`src/rtl/mem_pkg.sv`:
```
// Shared constants and types for the MEM stage: byte-mode codes, FSM states, access sizes.
// Latency: n/a (types only).
// Backpressure: n/a.
package mem_pkg;

    localparam logic [2:0] BMC_B  = 3'b000;
    localparam logic [2:0] BMC_H  = 3'b001;
    localparam logic [2:0] BMC_W  = 3'b010;
    localparam logic [2:0] BMC_BU = 3'b100;
    localparam logic [2:0] BMC_HU = 3'b101;

    localparam int TIMEOUT_W = 8;

    typedef enum logic {
        IDLE,
        BUSY
    } mem_state_t;

    typedef enum logic [1:0] {
        SZ_B,
        SZ_H,
        SZ_W
    } acc_size_t;

    // Unlisted funct3 codes are treated as full-word, unextended accesses.
    function automatic acc_size_t bmc_size(input logic [2:0] bmc);
        case (bmc)
            BMC_B, BMC_BU: return SZ_B;
            BMC_H, BMC_HU: return SZ_H;
            BMC_W:         return SZ_W;
            default:       return SZ_W;
        endcase
    endfunction

endpackage

```
`src/rtl/load_store_align.sv`:
```
// Byte-lane steering: store byte enables/replicated data, load lane select + extension, misalignment.
// Latency: combinational.
// Backpressure: none.
module load_store_align
    import mem_pkg::*;
(
    input  logic [1:0]  off,
    input  logic [2:0]  bmc,
    input  logic [31:0] st_data,
    input  logic [31:0] ld_data,
    output logic [3:0]  be,
    output logic [31:0] wdata,
    output logic [31:0] ld_ext,
    output logic        misaligned
);

    acc_size_t   size;
    logic [7:0]  ld_byte;
    logic [15:0] ld_half;

    always_comb begin
        size       = bmc_size(bmc);
        be         = 4'b1111;
        wdata      = st_data;
        misaligned = 1'b0;
        case (size)
            SZ_B: begin
                be    = 4'b0001 << off;
                wdata = {4{st_data[7:0]}};
            end
            SZ_H: begin
                be         = off[1] ? 4'b1100 : 4'b0011;
                wdata      = {2{st_data[15:0]}};
                misaligned = off[0];
            end
            default: misaligned = |off;
        endcase
    end

    always_comb begin
        ld_byte = ld_data[{off, 3'b000} +: 8];
        ld_half = off[1] ? ld_data[31:16] : ld_data[15:0];
        case (bmc)
            BMC_B:   ld_ext = {{24{ld_byte[7]}}, ld_byte};
            BMC_BU:  ld_ext = {24'h0, ld_byte};
            BMC_H:   ld_ext = {{16{ld_half[15]}}, ld_half};
            BMC_HU:  ld_ext = {16'h0, ld_half};
            default: ld_ext = ld_data;
        endcase
    end

endmodule

```
`src/rtl/mem_access_unit.sv`:
```
// MEM stage: issues loads/stores on a req/ack port, aligns data, registers the MEM/WB bundle.
// Latency: non-memory ops 1 cycle; memory ops 1 issue cycle + ack wait, WB valid the cycle after ack.
// Backpressure: mem_stall holds upstream from issue until ack (or timeout); misaligned ops never stall.
module mem_access_unit
    import mem_pkg::*;
#(
    parameter int TIMEOUT_CYCLES = 255
) (
    input  logic        clk,
    input  logic        rst,
    input  logic [31:0] MEM_Pc4,
    input  logic [31:0] MEM_Fout,
    input  logic [31:0] MEM_Data_Out,
    input  logic [4:0]  MEM_DA,
    input  logic        MEM_MD,
    input  logic        MEM_RW,
    input  logic        MEM_MW,
    input  logic        MEM_MR,
    input  logic        MEM_JL,
    input  logic        MEM_JLR,
    input  logic [2:0]  MEM_BMC,
    output logic        dmem_req,
    output logic        dmem_we,
    output logic [31:0] dmem_addr,
    output logic [31:0] dmem_wdata,
    output logic [3:0]  dmem_be,
    input  logic [31:0] dmem_rdata,
    input  logic        dmem_ack,
    output logic        mem_stall,
    output logic        mem_misalign,
    output logic        mem_bus_err,
    output logic [31:0] WB_Result,
    output logic [4:0]  WB_DA,
    output logic        WB_RW
);

    mem_state_t           state, state_nxt;
    logic [TIMEOUT_W-1:0] tmo_cnt;

    logic [31:0] cap_addr;
    logic [31:0] cap_wdata;
    logic [3:0]  cap_be;
    logic [2:0]  cap_bmc;
    logic [4:0]  cap_da;
    logic        cap_we, cap_rw, cap_md;

    logic        busy, access, issue, drop, ack_hit, tmo_hit;
    logic [1:0]  aln_off;
    logic [2:0]  aln_bmc;
    logic [3:0]  aln_be;
    logic [31:0] aln_wdata, aln_ld;
    logic        aln_mis;

    assign busy   = (state == BUSY);
    assign access = MEM_MR | MEM_MW;

    // While BUSY the aligner serves the captured access for load extension.
    assign aln_off = busy ? cap_addr[1:0] : MEM_Fout[1:0];
    assign aln_bmc = busy ? cap_bmc : MEM_BMC;

    load_store_align u_align (
        .off        (aln_off),
        .bmc        (aln_bmc),
        .st_data    (MEM_Data_Out),
        .ld_data    (dmem_rdata),
        .be         (aln_be),
        .wdata      (aln_wdata),
        .ld_ext     (aln_ld),
        .misaligned (aln_mis)
    );

    always_ff @(posedge clk or negedge rst) begin
        if (!rst) state <= IDLE;
        else      state <= state_nxt;
    end

    always_comb begin
        state_nxt = state;
        mem_stall = 1'b0;
        issue     = 1'b0;
        drop      = 1'b0;
        ack_hit   = 1'b0;
        tmo_hit   = 1'b0;
        case (state)
            IDLE: begin
                // rst gating keeps the combinational stall quiet while reset is held.
                if (access && rst) begin
                    if (aln_mis) begin
                        drop = 1'b1;
                    end else begin
                        issue     = 1'b1;
                        mem_stall = 1'b1;
                        state_nxt = BUSY;
                    end
                end
            end
            BUSY: begin
                mem_stall = ~dmem_ack;
                if (dmem_ack) begin
                    ack_hit   = 1'b1;
                    state_nxt = IDLE;
                end else if (tmo_cnt == TIMEOUT_W'(TIMEOUT_CYCLES - 1)) begin
                    tmo_hit   = 1'b1;
                    state_nxt = IDLE;
                end
            end
            default: state_nxt = IDLE;
        endcase
    end

    always_ff @(posedge clk or negedge rst) begin
        if (!rst)                   tmo_cnt <= '0;
        else if (issue)             tmo_cnt <= '0;
        else if (busy && !dmem_ack) tmo_cnt <= tmo_cnt + 1'b1;
    end

    always_ff @(posedge clk or negedge rst) begin
        if (!rst) begin
            cap_addr  <= '0;
            cap_wdata <= '0;
            cap_be    <= '0;
            cap_bmc   <= '0;
            cap_da    <= '0;
            cap_we    <= 1'b0;
            cap_rw    <= 1'b0;
            cap_md    <= 1'b0;
        end else if (issue) begin
            cap_addr  <= MEM_Fout;
            cap_wdata <= aln_wdata;
            cap_be    <= aln_be;
            cap_bmc   <= MEM_BMC;
            cap_da    <= MEM_DA;
            cap_we    <= MEM_MW;
            cap_rw    <= MEM_RW;
            cap_md    <= MEM_MD;
        end
    end

    always_ff @(posedge clk or negedge rst) begin
        if (!rst) begin
            WB_Result    <= '0;
            WB_DA        <= '0;
            WB_RW        <= 1'b0;
            mem_misalign <= 1'b0;
            mem_bus_err  <= 1'b0;
        end else begin
            mem_misalign <= drop;
            mem_bus_err  <= tmo_hit;
            if (ack_hit) begin
                WB_Result <= cap_md ? aln_ld : cap_addr;
                WB_DA     <= cap_da;
                WB_RW     <= cap_rw;
            end else if (busy) begin
                WB_RW <= 1'b0;
            end else if (access) begin
                // Issue cycle and dropped misaligned access both leave a bubble.
                WB_DA <= MEM_DA;
                WB_RW <= 1'b0;
            end else begin
                WB_Result <= (MEM_JL | MEM_JLR) ? MEM_Pc4 : MEM_Fout;
                WB_DA     <= MEM_DA;
                WB_RW     <= MEM_RW;
            end
        end
    end

    assign dmem_req   = busy;
    assign dmem_we    = busy & cap_we;
    assign dmem_addr  = busy ? {cap_addr[31:2], 2'b00} : '0;
    assign dmem_wdata = busy ? cap_wdata : '0;
    assign dmem_be    = busy ? cap_be : '0;

endmodule

```
`config.mk`:
```
export PLATFORM = sky130hd
export DESIGN_NAME = mem_access_unit
export DESIGN_NICKNAME = d
export VERILOG_FILES = /design/src/rtl/mem_pkg.sv /design/src/rtl/load_store_align.sv /design/src/rtl/mem_access_unit.sv
export SDC_FILE = /design/constraint.sdc
export NUM_CORES = 1
export LEC_CHECK = 0
export ABC_AREA = 1
export BUFFER_PORTS_ARGS = -buffer_cell sky130_fd_sc_hd__buf_2
export CAP_MARGIN = 0
export CORE_MARGIN = 4
export CORE_UTILIZATION = 56
export CTS_CLUSTER_SIZE = 8
export DETAILED_ROUTE_END_ITERATION = 12
export PLACE_DENSITY = 0.84
export SLEW_MARGIN = 10
export SYNTH_ARGS = -nofsm -noshare
export SYNTH_HDL_FRONTEND = slang
export SYNTH_SLANG_ARGS = --single-unit
```
`constraint.sdc`:
```
create_clock -name clk -period 2.9 [get_ports clk]
set_input_delay 0.29 -clock clk [delete_from_list [all_inputs] [get_ports clk]]
set_output_delay 0.29 -clock clk [all_outputs]
set_load 0.005 [all_outputs]
```
==> results.sh <==
export IMPL_outcome="finished with violations"
export IMPL_violations="design-rule violations"
export IMPL_max_cap_violations=0
export IMPL_avgSynthCellArea_sq_um=6.631
export IMPL_worst_hold_slack_ns=0.07347
export IMPL_wl_per_cell_um=15.36
export IMPL_syn_cell_area_sq_um=7759
export IMPL_postLayoutCellArea_sq_um=9692
export IMPL_peakVddDrop_v=0.0005263
export IMPL_fp_dieH_um=125.7
export IMPL_leakagePower_nw=5.935
export IMPL_post_route_min_period_ns=2.382
export IMPL_pwr_share_comb_pct=44.5
export IMPL_die_w_um=125.7
export IMPL_r2r_start="dmem_req"
export IMPL_p_int_mw=5.621
export IMPL_crit_path_end_kind="output pin"
export IMPL_dp_cells=1549
export IMPL_layout_setup_ws_ns=0.5178
export IMPL_grt_pass1_vias=8091
export IMPL_worstPathMaxFanout=23
export IMPL_tritoncts="done"
export IMPL_critical_path_class="reg2out"
export IMPL_start_util_pct=57.90
export IMPL_yosysUniqueCellTypes=40
export IMPL_min_path_type="in2reg"
export IMPL_synth_top_cell_by_area="dfrtp_1"
export IMPL_slew_headroom_pct=50.06
export IMPL_whs_endpoint="cap_md"
export IMPL_setup_viol=0
export IMPL_netlist_instances=1170
export IMPL_fin_skew_ns=0.005963
export IMPL_numCtsBuffers=17
export IMPL_grt_overflow_total=0
export IMPL_p_seq_share_pct=32.2
export IMPL_cts_root_buf="clkbuf_16"
export IMPL_sw_frac_of_total_pct=42.32
export IMPL_cts_resized_gates=0
export IMPL_synth_top_area_share_pct=41.28
export IMPL_final_util_pct=72.32
export IMPL_r2r_slack_ns=0.60
export IMPL_clkSinkCount=128
export IMPL_clock_path_buffers=2
export IMPL_synth_main_ff_cell="dfrtp_1"
export IMPL_synthTopCellsByArea="dfrtp_1 41%, nand2_1 21%, inv_1 7.7%"
export IMPL_dieArea_sq_um=15800
export IMPL_reg2reg_depth=9
export IMPL_hold_violations=0
export IMPL_pre_cts_ws_ns=0.6450
export IMPL_dp_hpwl_um=17200
export IMPL_worstPathArrival_ns=2.09
export IMPL_placementRows=42
export IMPL_rsz0062_at_grt="no"
export IMPL_ios=256
export IMPL_routed_via_density=5.265
export IMPL_layout_commonest_cell="nand2_1"
export IMPL_total_power_mw=9.745
export IMPL_drc_errors=4
export IMPL_pwr_share_clk_pct=23.3
export IMPL_grt_max_degree=74
export IMPL_synth_edf_count=0
export IMPL_core_sq_um=13400
export IMPL_maxSlewViolCount=0
export IMPL_max_freq_ghz=0.4198
export IMPL_insertion_delay_ns=0.42
export IMPL_async_reset_ff_share_pct=100.0
export IMPL_p_per_area_nw_per_um2=1005
export IMPL_wirelength_um=24420
export IMPL_dpl_instance_area_sq_um=9039
export IMPL_yosysWarnings=0
export IMPL_first_pass_iters=10
export IMPL_required_ns=2.61
export IMPL_ys_ff_latch=128
export IMPL_port_buffers=253
export IMPL_ys_seq_area_share_pct=41.28
export IMPL_grt_pass1_wl_um=39520
export IMPL_setup_tns_ns=0
export IMPL_finalNonFillerCells=1590
export IMPL_syn2layout_area_growth_pct=24.92
export IMPL_final_cell_mix="425 x nand2_1, 252 x buf_2, 159 x inv_1"
export IMPL_htreeDepth=4
export IMPL_r2r_end="cap_addr[26]"
export IMPL_gp_congestion=0.9015
export IMPL_cp_start_kind="flop"
export IMPL_p_sw_mw=4.124
export IMPL_drtAntennaViolNets=0
export IMPL_vias=8371
export IMPL_finalCritPeriodShare_pct=82.14
export IMPL_hold_start="MEM_MD"
export IMPL_drt_first_iter_violations=707
export IMPL_grt_util_all_layers_pct=30.74
export IMPL_antenna_found_initial=7
export IMPL_hold_path_depth=3
export IMPL_nNetsFinal=1540
export IMPL_clkTransAtPathRegs_ns=0.06
export IMPL_worst_pin_slew_ns=0.7490
export IMPL_drive_above_1_share_pct=24.11
==> repair_timing <==
action	4_1_cts	5_1_grt
hold buffers	1	0
setup buffers	0	0
hold endpoints to repair	31	0
==> how the worst max path moves through the flow <==
stage	startpoint	end	slack, ns	depth (start not counted)
final	dmem_req	mem_stall	0.52	8
after floorplan	dmem_req	WB_Result[26]	1.35	12
after detailed placement	dmem_req	cap_da[3]	0.65	8
after global placement	dmem_req	cap_wdata[18]	0.71	10
after CTS	dmem_req	mem_stall	0.50	8
after global routing	dmem_req	mem_stall	0.38	8
==> state kept, by name (all words and copies together), names as in the netlist <==
signal and flops:
mem_bus_err 1, cap_md 1, WB_RW 1, dmem_req 1, cap_bmc 3, WB_DA 5
cap_da 5, cap_wdata 32, cap_be 4, WB_Result 32, cap_addr 32, mem_misalign 1
cap_rw 1, tmo_cnt 8, cap_we 1
==> logic make-up after synthesis <==
| group | synth area share (%) |
|---|---|
| simple gates | 31.20 |
| buf+inv | 12.61 |
| compound gates | 14.08 |
| flops | 41.28 |
| xor+xnor | 0.4515 |
| fa+ha+maj | 0.3225 |
| other cells | 0.04833 |
==> routing by layer <==
layer / wire [um] / GRT usage, % / vias up
met3: 2098 / 5.419 / 55
met5: 0 / 0 / -
met2: 11690 / 49.78 / 426
met4: 843 / 14.16 / 0
met1: 9795 / 40.46 / 3864
li1: - / - / 4026
==> power groups by stage <==
| stage | Clock, mW | Sequential [mW] | Combinational [mW] |
|---|---|---|---|
| floorplan | 0 | 3.01 | 2.98 |
| global placement | 0 | 3.11 | 4.15 |
| detailed placement | 0 | 3.12 | 4.28 |
| CTS | 2.28 | 3.12 | 4.33 |
| global route | 2.36 | 3.23 | 4.90 |
| finish | 2.27 | 3.13 | 4.34 |
==> area by class of cell <==
cell class / instances / area, sq um
fillers: 1132 / 3709
multi-input cells: 810 / 3586
flip-flops and latches: 128 / 3204
repair buffers: 269 / 1408
inverters: 167 / 630.6
clock buffers: 22 / 464.2
well taps: 176 / 220.2
clock inverters: 10 / 158.9
diodes: 8 / 20.02
==> critical path, cell delays in order (launching register included) <==
cell	delay (ns)
dfrtp_2	0.50
buf_4	0.31
nand2_1	0.10
nand2_2	0.11
nand2_2	0.09
nand2_1	0.13
nand2_4	0.13
nand2_2	0.15
buf_2	0.14
==> cells in the mapped netlist, types with 5 or more instances <==
| library cell | instances |
|---|---|
| a21oi_1 | 57 |
| a21oi_2 | 10 |
| buf_2 | 18 |
| buf_4 | 10 |
| buf_6 | 5 |
| clkbuf_1 | 30 |
| dfrtp_1 | 128 |
| inv_1 | 159 |
| inv_2 | 6 |
| nand2_1 | 426 |
| nand2_2 | 10 |
| nand3_1 | 36 |
| nor2_1 | 113 |
| o21ai_0 | 114 |
| o21ai_1 | 6 |
Power figures use the tool's default switching activity.
